--- src/rtl/l1i_pkg.sv ---
// Shared types and width helpers for the set-associative L1 instruction cache.
package l1i_pkg;

  typedef enum logic [1:0] {
    IDLE  = 2'd0,
    MREQ  = 2'd1,
    MWAIT = 2'd2,
    RESP  = 2'd3
  } l1i_state_e;

  function automatic int off_w(input int words);
    return $clog2(words);
  endfunction

  function automatic int set_w(input int sets);
    return $clog2(sets);
  endfunction

  function automatic int way_w(input int ways);
    return $clog2(ways);
  endfunction

  function automatic int tag_w(input int addr_w, input int sets, input int words);
    return addr_w - $clog2(sets) - $clog2(words);
  endfunction

  // Line entry at the default geometry (14-bit addr, 4 sets, 4 words of 32 bits);
  // the cache declares its own copy sized from its parameters.
  typedef struct packed {
    logic         valid;
    logic [9:0]   tag;
    logic [127:0] data;
  } l1i_line_t;

endpackage

--- src/rtl/l1_icache_sa_if.sv ---
// Fetch-side and memory-side handshake bundle of the L1 instruction cache.
interface l1_icache_sa_if #(
  parameter int ADDR_W = 14,
  parameter int DATA_W = 32,
  parameter int WORDS  = 4
);
  localparam int LINE_AW = ADDR_W - $clog2(WORDS);

  logic                    req_valid;
  logic [ADDR_W-1:0]       req_addr;
  logic                    req_ready;
  logic                    rsp_valid;
  logic [DATA_W-1:0]       rsp_data;
  logic                    miss;
  logic                    flush;
  logic                    mem_req_valid;
  logic [LINE_AW-1:0]      mem_req_addr;
  logic                    mem_req_ready;
  logic                    mem_rsp_valid;
  logic [WORDS*DATA_W-1:0] mem_rsp_data;

  // slave: the cache itself; master: fetch stage plus memory arbiter
  modport slave (
    input  req_valid, req_addr, flush, mem_req_ready, mem_rsp_valid, mem_rsp_data,
    output req_ready, rsp_valid, rsp_data, miss, mem_req_valid, mem_req_addr
  );

  modport master (
    output req_valid, req_addr, flush, mem_req_ready, mem_rsp_valid, mem_rsp_data,
    input  req_ready, rsp_valid, rsp_data, miss, mem_req_valid, mem_req_addr
  );
endinterface

--- src/rtl/l1i_lru_set.sv ---
// True-LRU age vector for one cache set; victim is the way whose age is WAYS-1.
module l1i_lru_set import l1i_pkg::*; #(
  parameter int WAYS = 4
) (
  input  logic                   clk,
  input  logic                   rst_n,
  input  logic                   init,
  input  logic                   touch_en,
  input  logic [way_w(WAYS)-1:0] touch_way,
  output logic [way_w(WAYS)-1:0] victim
);
  localparam int WAY_W = way_w(WAYS);

  logic [WAY_W-1:0] age_q [WAYS];
  logic [WAY_W-1:0] age_d [WAYS];
  logic [WAY_W-1:0] touch_age;

  always_comb begin
    age_d     = age_q;
    touch_age = age_q[touch_way];
    victim    = '0;
    if (init) begin
      for (int w = 0; w < WAYS; w++) age_d[w] = WAY_W'(w);
    end else if (touch_en) begin
      // younger ways age by one, the touched way becomes most recent
      for (int w = 0; w < WAYS; w++) begin
        if (WAY_W'(w) == touch_way)     age_d[w] = '0;
        else if (age_q[w] < touch_age)  age_d[w] = age_q[w] + 1'b1;
      end
    end
    for (int w = 0; w < WAYS; w++) begin
      if (age_q[w] == WAY_W'(WAYS - 1)) victim = WAY_W'(w);
    end
  end

  always_ff @(posedge clk or negedge rst_n) begin
    if (!rst_n) begin
      for (int w = 0; w < WAYS; w++) age_q[w] <= WAY_W'(w);
    end else begin
      age_q <= age_d;
    end
  end

endmodule

--- src/rtl/l1_icache_sa.sv ---
// Set-associative L1 I-cache with true-LRU replacement and single-beat line refill.
// Optional hit/miss counters are enabled with the L1I_STATS_EN macro.
//
// state | meaning
// IDLE  | accepting requests, hits answered next cycle, flush handled here
// MREQ  | line request presented to memory until mem_req_ready
// MWAIT | waiting for the refill beat
// RESP  | refilled word being returned
module l1_icache_sa import l1i_pkg::*; #(
  parameter int ADDR_W = 14,
  parameter int DATA_W = 32,
  parameter int SETS   = 4,
  parameter int WAYS   = 4,
  parameter int WORDS  = 4
) (
  input  logic        clk,
  input  logic        rst_n,
  l1_icache_sa_if.slave bus
`ifdef L1I_STATS_EN
  ,
  output logic [31:0] hit_cnt,
  output logic [31:0] miss_cnt
`endif
);
  localparam int OFF_W  = off_w(WORDS);
  localparam int SET_W  = set_w(SETS);
  localparam int WAY_W  = way_w(WAYS);
  localparam int TAG_W  = tag_w(ADDR_W, SETS, WORDS);
  localparam int LINE_W = WORDS * DATA_W;

  typedef struct packed {
    logic              valid;
    logic [TAG_W-1:0]  tag;
    logic [LINE_W-1:0] data;
  } line_t;

  l1i_state_e              state_q, state_d;
  line_t                   lines_q [SETS][WAYS];
  line_t                   lines_d [SETS][WAYS];
  logic [TAG_W-1:0]        lat_tag_q, lat_tag_d;
  logic [SET_W-1:0]        lat_set_q, lat_set_d;
  logic [OFF_W-1:0]        lat_word_q, lat_word_d;
  logic                    rsp_valid_q, rsp_valid_d;
  logic [DATA_W-1:0]       rsp_data_q, rsp_data_d;
  logic                    miss_q, miss_d;
  logic                    mem_req_valid_q, mem_req_valid_d;
  logic [TAG_W+SET_W-1:0]  mem_req_addr_q, mem_req_addr_d;

  logic [TAG_W-1:0]  req_tag;
  logic [SET_W-1:0]  req_set;
  logic [OFF_W-1:0]  req_word;
  logic [WAYS-1:0]   hit_vec;
  logic [WAY_W-1:0]  hit_way;
  logic              hit;
  logic [LINE_W-1:0] hit_line;
  logic [WAY_W-1:0]  victim_way;
  logic [WAY_W-1:0]  lru_victim [SETS];
  logic              lru_init, lru_touch;
  logic [SET_W-1:0]  touch_set;
  logic [WAY_W-1:0]  touch_way;
  logic              req_ready;
  logic              accept;

  assign req_tag   = bus.req_addr[ADDR_W-1 -: TAG_W];
  assign req_set   = bus.req_addr[OFF_W +: SET_W];
  assign req_word  = bus.req_addr[OFF_W-1:0];
  assign req_ready = (state_q == IDLE) && !bus.flush;
  assign accept    = bus.req_valid && req_ready;

  always_comb begin
    hit_vec = '0;
    hit_way = '0;
    for (int w = 0; w < WAYS; w++) begin
      if (lines_q[req_set][w].valid && (lines_q[req_set][w].tag == req_tag)) begin
        hit_vec[w] = 1'b1;
        hit_way    = WAY_W'(w);
      end
    end
  end

  assign hit      = |hit_vec;
  assign hit_line = lines_q[req_set][hit_way].data;

  // lowest-index invalid way wins over the LRU choice
  always_comb begin
    victim_way = lru_victim[lat_set_q];
    for (int w = WAYS - 1; w >= 0; w--) begin
      if (!lines_q[lat_set_q][w].valid) victim_way = WAY_W'(w);
    end
  end

  for (genvar s = 0; s < SETS; s++) begin : g_lru
    l1i_lru_set #(.WAYS(WAYS)) u_lru (
      .clk       (clk),
      .rst_n     (rst_n),
      .init      (lru_init),
      .touch_en  (lru_touch && (touch_set == SET_W'(s))),
      .touch_way (touch_way),
      .victim    (lru_victim[s])
    );
  end

  always_comb begin
    state_d         = state_q;
    lines_d         = lines_q;
    lat_tag_d       = lat_tag_q;
    lat_set_d       = lat_set_q;
    lat_word_d      = lat_word_q;
    rsp_valid_d     = 1'b0;
    rsp_data_d      = rsp_data_q;
    miss_d          = miss_q;
    mem_req_valid_d = mem_req_valid_q;
    mem_req_addr_d  = mem_req_addr_q;
    lru_init        = 1'b0;
    lru_touch       = 1'b0;
    touch_set       = req_set;
    touch_way       = hit_way;
    unique case (state_q)
      IDLE: begin
        if (bus.flush) begin
          for (int s = 0; s < SETS; s++)
            for (int w = 0; w < WAYS; w++) lines_d[s][w].valid = 1'b0;
          lru_init = 1'b1;
        end else if (bus.req_valid) begin
          if (hit) begin
            rsp_valid_d = 1'b1;
            rsp_data_d  = hit_line[req_word*DATA_W +: DATA_W];
            lru_touch   = 1'b1;
          end else begin
            lat_tag_d       = req_tag;
            lat_set_d       = req_set;
            lat_word_d      = req_word;
            miss_d          = 1'b1;
            mem_req_valid_d = 1'b1;
            mem_req_addr_d  = {req_tag, req_set};
            state_d         = MREQ;
          end
        end
      end
      MREQ: begin
        if (bus.mem_req_ready) begin
          mem_req_valid_d = 1'b0;
          state_d         = MWAIT;
        end
      end
      MWAIT: begin
        if (bus.mem_rsp_valid) begin
          lines_d[lat_set_q][victim_way].valid = 1'b1;
          lines_d[lat_set_q][victim_way].tag   = lat_tag_q;
          lines_d[lat_set_q][victim_way].data  = bus.mem_rsp_data;
          lru_touch   = 1'b1;
          touch_set   = lat_set_q;
          touch_way   = victim_way;
          rsp_valid_d = 1'b1;
          rsp_data_d  = bus.mem_rsp_data[lat_word_q*DATA_W +: DATA_W];
          miss_d      = 1'b0;
          state_d     = RESP;
        end
      end
      RESP:    state_d = IDLE;
      default: state_d = IDLE;
    endcase
  end

  always_ff @(posedge clk or negedge rst_n) begin
    if (!rst_n) begin
      state_q         <= IDLE;
      lat_tag_q       <= '0;
      lat_set_q       <= '0;
      lat_word_q      <= '0;
      rsp_valid_q     <= 1'b0;
      rsp_data_q      <= '0;
      miss_q          <= 1'b0;
      mem_req_valid_q <= 1'b0;
      mem_req_addr_q  <= '0;
      for (int s = 0; s < SETS; s++)
        for (int w = 0; w < WAYS; w++) lines_q[s][w] <= '0;
    end else begin
      state_q         <= state_d;
      lat_tag_q       <= lat_tag_d;
      lat_set_q       <= lat_set_d;
      lat_word_q      <= lat_word_d;
      rsp_valid_q     <= rsp_valid_d;
      rsp_data_q      <= rsp_data_d;
      miss_q          <= miss_d;
      mem_req_valid_q <= mem_req_valid_d;
      mem_req_addr_q  <= mem_req_addr_d;
      lines_q         <= lines_d;
    end
  end

  assign bus.req_ready     = req_ready;
  assign bus.rsp_valid     = rsp_valid_q;
  assign bus.rsp_data      = rsp_data_q;
  assign bus.miss          = miss_q;
  assign bus.mem_req_valid = mem_req_valid_q;
  assign bus.mem_req_addr  = mem_req_addr_q;

`ifdef L1I_STATS_EN
  logic [31:0] hit_cnt_q, hit_cnt_d, miss_cnt_q, miss_cnt_d;

  always_comb begin
    hit_cnt_d  = hit_cnt_q;
    miss_cnt_d = miss_cnt_q;
    if (accept && hit && (hit_cnt_q != '1))    hit_cnt_d  = hit_cnt_q + 1'b1;
    if (accept && !hit && (miss_cnt_q != '1))  miss_cnt_d = miss_cnt_q + 1'b1;
  end

  always_ff @(posedge clk or negedge rst_n) begin
    if (!rst_n) begin
      hit_cnt_q  <= '0;
      miss_cnt_q <= '0;
    end else begin
      hit_cnt_q  <= hit_cnt_d;
      miss_cnt_q <= miss_cnt_d;
    end
  end

  assign hit_cnt  = hit_cnt_q;
  assign miss_cnt = miss_cnt_q;
`else
  logic unused_accept;
  assign unused_accept = accept;
`endif

  a_single_hit: assert property (@(posedge clk) disable iff (!rst_n) $onehot0(hit_vec));

endmodule

--- src/flat_wrapper.sv ---
// flat-port wrapper written by rule: the top's interface ports become plain ports
module l1_icache_sa_flat import l1i_pkg::*;
#(
  parameter int ADDR_W = 14,
  parameter int DATA_W = 32,
  parameter int SETS   = 4,
  parameter int WAYS   = 4,
  parameter int WORDS  = 4
)
  (clk, rst_n, bus_req_valid, bus_req_addr, bus_flush, bus_mem_req_ready, bus_mem_rsp_valid, bus_mem_rsp_data, bus_req_ready, bus_rsp_valid, bus_rsp_data, bus_miss, bus_mem_req_valid, bus_mem_req_addr);
  l1_icache_sa_if #(.ADDR_W(ADDR_W), .DATA_W(DATA_W), .WORDS(WORDS)) bus_i ();
  input  logic clk;
  input  logic rst_n;
  input wire logic [$bits(bus_i.req_valid)-1:0] bus_req_valid;
  input wire logic [$bits(bus_i.req_addr)-1:0] bus_req_addr;
  input wire logic [$bits(bus_i.flush)-1:0] bus_flush;
  input wire logic [$bits(bus_i.mem_req_ready)-1:0] bus_mem_req_ready;
  input wire logic [$bits(bus_i.mem_rsp_valid)-1:0] bus_mem_rsp_valid;
  input wire logic [$bits(bus_i.mem_rsp_data)-1:0] bus_mem_rsp_data;
  output wire logic [$bits(bus_i.req_ready)-1:0] bus_req_ready;
  output wire logic [$bits(bus_i.rsp_valid)-1:0] bus_rsp_valid;
  output wire logic [$bits(bus_i.rsp_data)-1:0] bus_rsp_data;
  output wire logic [$bits(bus_i.miss)-1:0] bus_miss;
  output wire logic [$bits(bus_i.mem_req_valid)-1:0] bus_mem_req_valid;
  output wire logic [$bits(bus_i.mem_req_addr)-1:0] bus_mem_req_addr;
  assign bus_i.req_valid = bus_req_valid;
  assign bus_i.req_addr = bus_req_addr;
  assign bus_i.flush = bus_flush;
  assign bus_i.mem_req_ready = bus_mem_req_ready;
  assign bus_i.mem_rsp_valid = bus_mem_rsp_valid;
  assign bus_i.mem_rsp_data = bus_mem_rsp_data;
  assign bus_req_ready = bus_i.req_ready;
  assign bus_rsp_valid = bus_i.rsp_valid;
  assign bus_rsp_data = bus_i.rsp_data;
  assign bus_miss = bus_i.miss;
  assign bus_mem_req_valid = bus_i.mem_req_valid;
  assign bus_mem_req_addr = bus_i.mem_req_addr;
  l1_icache_sa #(.ADDR_W(ADDR_W), .DATA_W(DATA_W), .SETS(SETS), .WAYS(WAYS), .WORDS(WORDS)) u_core (.clk(clk), .rst_n(rst_n), .bus(bus_i));
endmodule
--- config.mk ---
export PLATFORM = sky130hd
export DESIGN_NAME = l1_icache_sa_flat
export DESIGN_NICKNAME = d
export VERILOG_FILES = /design/src/rtl/l1i_pkg.sv /design/src/rtl/l1_icache_sa_if.sv /design/src/rtl/l1i_lru_set.sv /design/src/rtl/l1_icache_sa.sv /design/src/flat_wrapper.sv
export SDC_FILE = /design/constraint.sdc
export NUM_CORES = 2
export LEC_CHECK = 0
export BUFFER_PORTS_ARGS = -buffer_cell sky130_fd_sc_hd__buf_2
export CAP_MARGIN = 0
export CORE_MARGIN = 2
export CORE_UTILIZATION = 35
export CTS_CLUSTER_SIZE = 10
export DETAILED_ROUTE_END_ITERATION = 10
export SYNTH_ARGS = -nofsm -noshare
export SYNTH_HDL_FRONTEND = slang
export SYNTH_SLANG_ARGS = --single-unit
--- constraint.sdc ---
create_clock -name clk -period 7.05 [get_ports clk]
set_clock_uncertainty 0.05 [all_clocks]
set_input_delay 0.3525 -clock clk [delete_from_list [all_inputs] [get_ports clk]]
set_output_delay 0.3525 -clock clk [all_outputs]
set_load 0.05 [all_outputs]
Yosys cells after proc, flatten, opt, wreduce, memory -nomap -nowiden
Cells that the tools add are included.

operators by class
  add/subtract/negate cells = 16
  order comparisons = 23
  eq/ne operators = 32
  shift operators = 2
  mux-type cells = 149
  bitwise operators = 7
  reductions and logical operators = 61

operators with widths
  operator               number
  $bwmux W2224           3
  $mux W556              7
  $demux W556 S2         3
  $bmux W556 S2          2
  $mux W2224             1
  $demux W139 S2         3
  $mux W128              3
  $bmux W139 S2          1
  $shiftx A128 B8 Y32    2
  $mux W139              1
  $mux W138              1
  $mux W2                65
  $mux W32               4
  $mux W8                8
  $pmux W32 S2           1
  $reduce_bool A3 Y1     16
  $eq A10 B10 Y1         4
  $pmux W1 S2            19
  $reduce_and A2 Y1      17
  $add A2 B1 Y2 const B  16
  $eq A2 B2 Y1 const B   16
  $lt A2 B2 Y1           16
  $mux W1                21
  $bmux W2 S2            5
  other kinds (18)       55

word-level totals
  flip-flop bits (word level) = 2319
  input bits = 148
  output and inout bits = 48

Longest topological paths before layout
  depth after elaboration = 23
  mapped depth = 17
  mapped depth without buffers = 14

Hierarchy
A second synthesis with hierarchy kept.

unflattened totals
  cell total of the unflattened synthesis = 7077
  area, all modules = 107629.5 um2

modules (own cells, without submodules)
  module        instances  cells each  area an instance (um2)  sequential area each (um2)
  l1_icache_sa  1          6741        104486.5                56929.6
  l1i_lru_set   4          84          785.8                   205.2

Least setup slack after synthesis
No wires, ideal clock.

  path type = register to register
  from = register u_core.lat_set_q[0]
  to = register u_core.g_lru[0].u_lru.age_q[4] (netlist bit)
  library setup time = 0.082 ns
  arrival time = 4.112 ns
  required time = 6.918 ns
  path slack = 2.807 ns
  cell stages (with the launch flop) = 17
  path buffers = 3
  cells stage by stage = dfrtp_1 -> buf_2 -> mux4_2 -> nand2_1 -> o311ai_4 -> nor2b_1 -> clkbuf_1 -> nand2_1 -> and2_1 -> clkbuf_1 -> o22a_1 -> o221ai_1 -> ha_1 -> or3_1 -> o22ai_1 -> o21ai_0 -> a211o_1

between the ends
  longest elaborated chain between the ends = 17
  elaborated cells between the ends (all ways) = 29

RTL lines
  item                                                                      RTL line                                RTL
  from (decl)                                                               l1_icache_sa.sv:41                      logic [SET_W-1:0] lat_set_q, lat_set_d;
  from (signal assigned)                                                    l1_icache_sa.sv:181                     lat_set_q <= lat_set_d;
  $not A2 Y3 (implied by the code)                                          l1_icache_sa.sv:86, l1_icache_sa.sv:88
  $bmux W2 S2 or $bmux W556 S2 (tied branches)                              l1_icache_sa.sv:86, l1_icache_sa.sv:88
  $mux W2 (implied by the code) or $mux W556 (tied branches) (2 in series)  l1_icache_sa.sv:86, l1_icache_sa.sv:88
  $mux W2 (4 in series)                                                     l1_icache_sa.sv:88                      if (!lines_q[lat_set_q][w].valid) victim_way = WAY_W'(w);
  $mux W2                                                                   l1_icache_sa.sv:147                     if (bus.mem_rsp_valid) begin
  $mux W2                                                                   l1_icache_sa.sv:118                     unique case (state_q)
  $not A2 Y3 (implied by the code)                                          l1i_lru_set.sv:20                       touch_age = age_q[touch_way];
  $bmux W2 S2                                                               l1i_lru_set.sv:20
  $mux W2 (implied by the code) (2 in series)                               l1i_lru_set.sv:20
  $lt A2 B2 Y1                                                              l1i_lru_set.sv:28                       else if (age_q[w] < touch_age) age_d[w] = age_q[w] + 1'b1;
  $reduce_bool A3 Y1 (no line)                                              n/a
  $reduce_and A2 Y1 (no line)                                               n/a
  to (signal assigned)                                                      l1i_lru_set.sv:40                       age_q <= age_d;
  to (decl)                                                                 l1i_lru_set.sv:14                       logic [WAY_W-1:0] age_q [WAYS];

Several ways; a longest one is shown, not always the timed one. The select of a mux whose other input is x is not followed.
A chain may end at the register's enable or synchronous reset.

Worst setup path after layout
  from = register u_core.lat_set_q[0]
  to = register u_core.g_lru[0].u_lru.age_q[7] (netlist bit)

The elaborated chain is that of the path after synthesis.

==> impl_results.md <==
- DR top layer: met5
- F_max: 0.200 GHz
- # setup viols final: 0
- Cell Rows: 202
- Post-CTS Setup Bufs: 0
- Vias in the first global route: 67300
- Final Hold Fails: 0
- Overall Global Routing Usage: 19.5%
- Largest fanout on the critical path: 21
- H-tree lvl count: 5
- Met3 routed WL: 12000 um
- Synthesized flop and latch total: 2307
- Synth-to-layout area growth: 13.2%
- Startpoint types: flip-flop
- Total number of vias: 62300
- Remaining global-route overflow: 0
- Placeable core area: 0.303 mm^2
- CTS root buf: clkbuf_16
- Synth Cell Area: 0.107 mm^2
- Met2 WL: 152000 um
- Largest net degree at the start of global routing: 187
- Setup TNS: 0 ns
- Ports: 196
- Post-Synthesis Net Count: 7005
- Worst-path clk slew: 0.05 ns
- Die height: 556 um
- Die W: 556 um
- Fin. max-slew vios: 0
- Ys flop type: dfrtp_1
- Share of cells above drive strength 1: 51.3%
- DR WL/cell: 27.6 um
- Leak: 0.0548 uW
- Fill count: 27400
- Power density over the cells: 366 mW/mm^2
- Worst-Margin Slew: 1.18 ns
- Slew headroom: 21.2%
- VDD IR max: 204 uV
- YS warnings: 0
- Critical setup path kind: flip-flop to flip-flop
- Tmin final: 5.01 ns
- Dpl hpwl: 177000 um
- Port Buffers: 195
- Worst Path Arrival: 5.70 ns
- RSZ-0062 raised after global routing: false
- Inst Count DP: 10500
- Sequential area share after synthesis: 54.1%
- Layout net count: 7095
- WHS: 0.0526 ns
- Distinct cells, synth: 82
- Total power: 44200 uW
- Max Cap Violations: 0
- Hold Crit Class: primary input to flip-flop
- Layout Cells excl Fill: 11000
- DRT antenna net count: 0
- Most common cell after layout, fill and taps aside: dfrtp_1
- Post-DR vias/cell: 5.68
- CTS Sinks: 2307
- Placed cell area: 0.112 mm^2
- Clk buf depth: 4
- Initial drt markers: 4037
- Syn_area_per_cell: 15.6 um^2
- First-pass iteration count of the detailed router: 6
- Worst endpoint required time: 7.73 ns
- R2R setup slack: 2.04 ns
- First-pass GRT wire length: 458000 um
- Most frequent cells in the layout: 2289 x dfrtp_1, 2224 x mux2_2, 638 x mux4_2
- Post-route cell area: 0.121 mm^2
- Die ar.: 0.309 mm^2
- Final period util: 71.1%
- Initial cell density of the core: 35.2%
- Clock Latency Late Sink: 0.86 ns
- Initial antenna violation count: 68
- Post-synth EDFFs: 0
- Async SR Flop Fraction: 100%
- CTS buffer count: 276
- CTS tree: yes
- Status: complete, no violations
- M1 WL: 131000 um
- Final GP Congestion: 0.783
- Drt total wl: 303000 um
- Synth Instances: 6838
- Setup crit end kind: flip-flop
- DRC: 0
[report_power, final]
part	switching (uW)	internal, uW	total [uW]
clock	5300	7270	12600
sequential	2560	17600	20100
combinational	4990	6510	11500
[stage by stage]
| stage | util (%) | setup WS (ns) |
|---|---|---|
| floorplan | - | 2.81 |
| global placement | 36.9 | 1.71 |
| detailed placement | 36.9 | 1.58 |
| CTS | 39.8 | 2.12 |
| global route | 39.8 | 1.71 |
| finish | 39.8 | 2.04 |
[final cells by class]
| cell class | instances | area [um^2] | area share (%) |
|---|---|---|---|
| clock inverter | 14 | 188 | 0.155 |
| sequential | 2307 | 57800 | 47.8 |
| inverter | 24 | 90.1 | 0.0746 |
| antenna | 25 | 62.6 | 0.0518 |
| tap | 3978 | 4980 | 4.12 |
| timing repair buffer | 456 | 3880 | 3.22 |
| multi-input combinational | 3863 | 46500 | 38.5 |
| clock buffer | 311 | 7280 | 6.03 |
[per-layer routing]
layer | track usage (%) | up-vias
met5 | 0 | -
met4 | 5.27 | 26
met3 | 2.91 | 508
met2 | 33.6 | 1415
met1 | 25.6 | 34500
li1 | - | 25800
[Yosys cell counts, drive strengths merged (39+ instances only)]
cell type / number / area (um^2)
a211oi: 74 / 561
nor2: 119 / 447
xnor2: 42 / 368
mux2: 2224 / 25000
nor2b: 75 / 469
o31ai: 39 / 298
nand2: 69 / 262
mux4: 638 / 14400
dfrtp: 2291 / 57300
o21ai: 107 / 536
a21oi: 48 / 240
clkbuf: 534 / 2000
buf: 110 / 536
[critical path: stages (launching register included)]
cell and delay (ns):
dfrtp_1 0.91, mux4_2 0.42, nand2_1 0.10, o311ai_4 0.55, nor2b_1 0.85, nand2_1 0.24, and2_1 0.37, o22a_1 0.25
o221ai_1 0.15, ha_1 0.33, nor3b_1 0.26, o21ai_0 0.15, a21o_1 0.25
[final timing paths]
kind / to / start / cells after the start
max: u_core.g_lru[0].u_lru.age_q[7] / u_core.lat_set_q[0] / 12
min: flip-flop / bus_mem_rsp_data[122] / 2
max reg2reg: u_core.g_lru[0].u_lru.age_q[7] / u_core.lat_set_q[0] / 12
min reg2reg: flip-flop / flip-flop / 1
max in group asynchronous: asynchronous set/reset pin / rst_n / 4
min in group asynchronous: asynchronous set/reset pin / rst_n / 2
[logic make-up after synthesis]
kind of cell / Yosys count / synth area share, %
simple gates: 354 / 1.65
compound gates: 536 / 3.82
mux: 2897 / 37.3
flops: 2307 / 54.1
fa+ha+maj: 22 / 0.251
xor+xnor: 54 / 0.443
buf+inv: 668 / 2.46
[repair_timing]
action                      CTS  global route
setup endpoints to repair     0             0
hold endpoints to repair   2041             0
hold buffers                135             0
gates resized for setup       0             0
No activity file was read; power rests on OpenSTA's default activity.
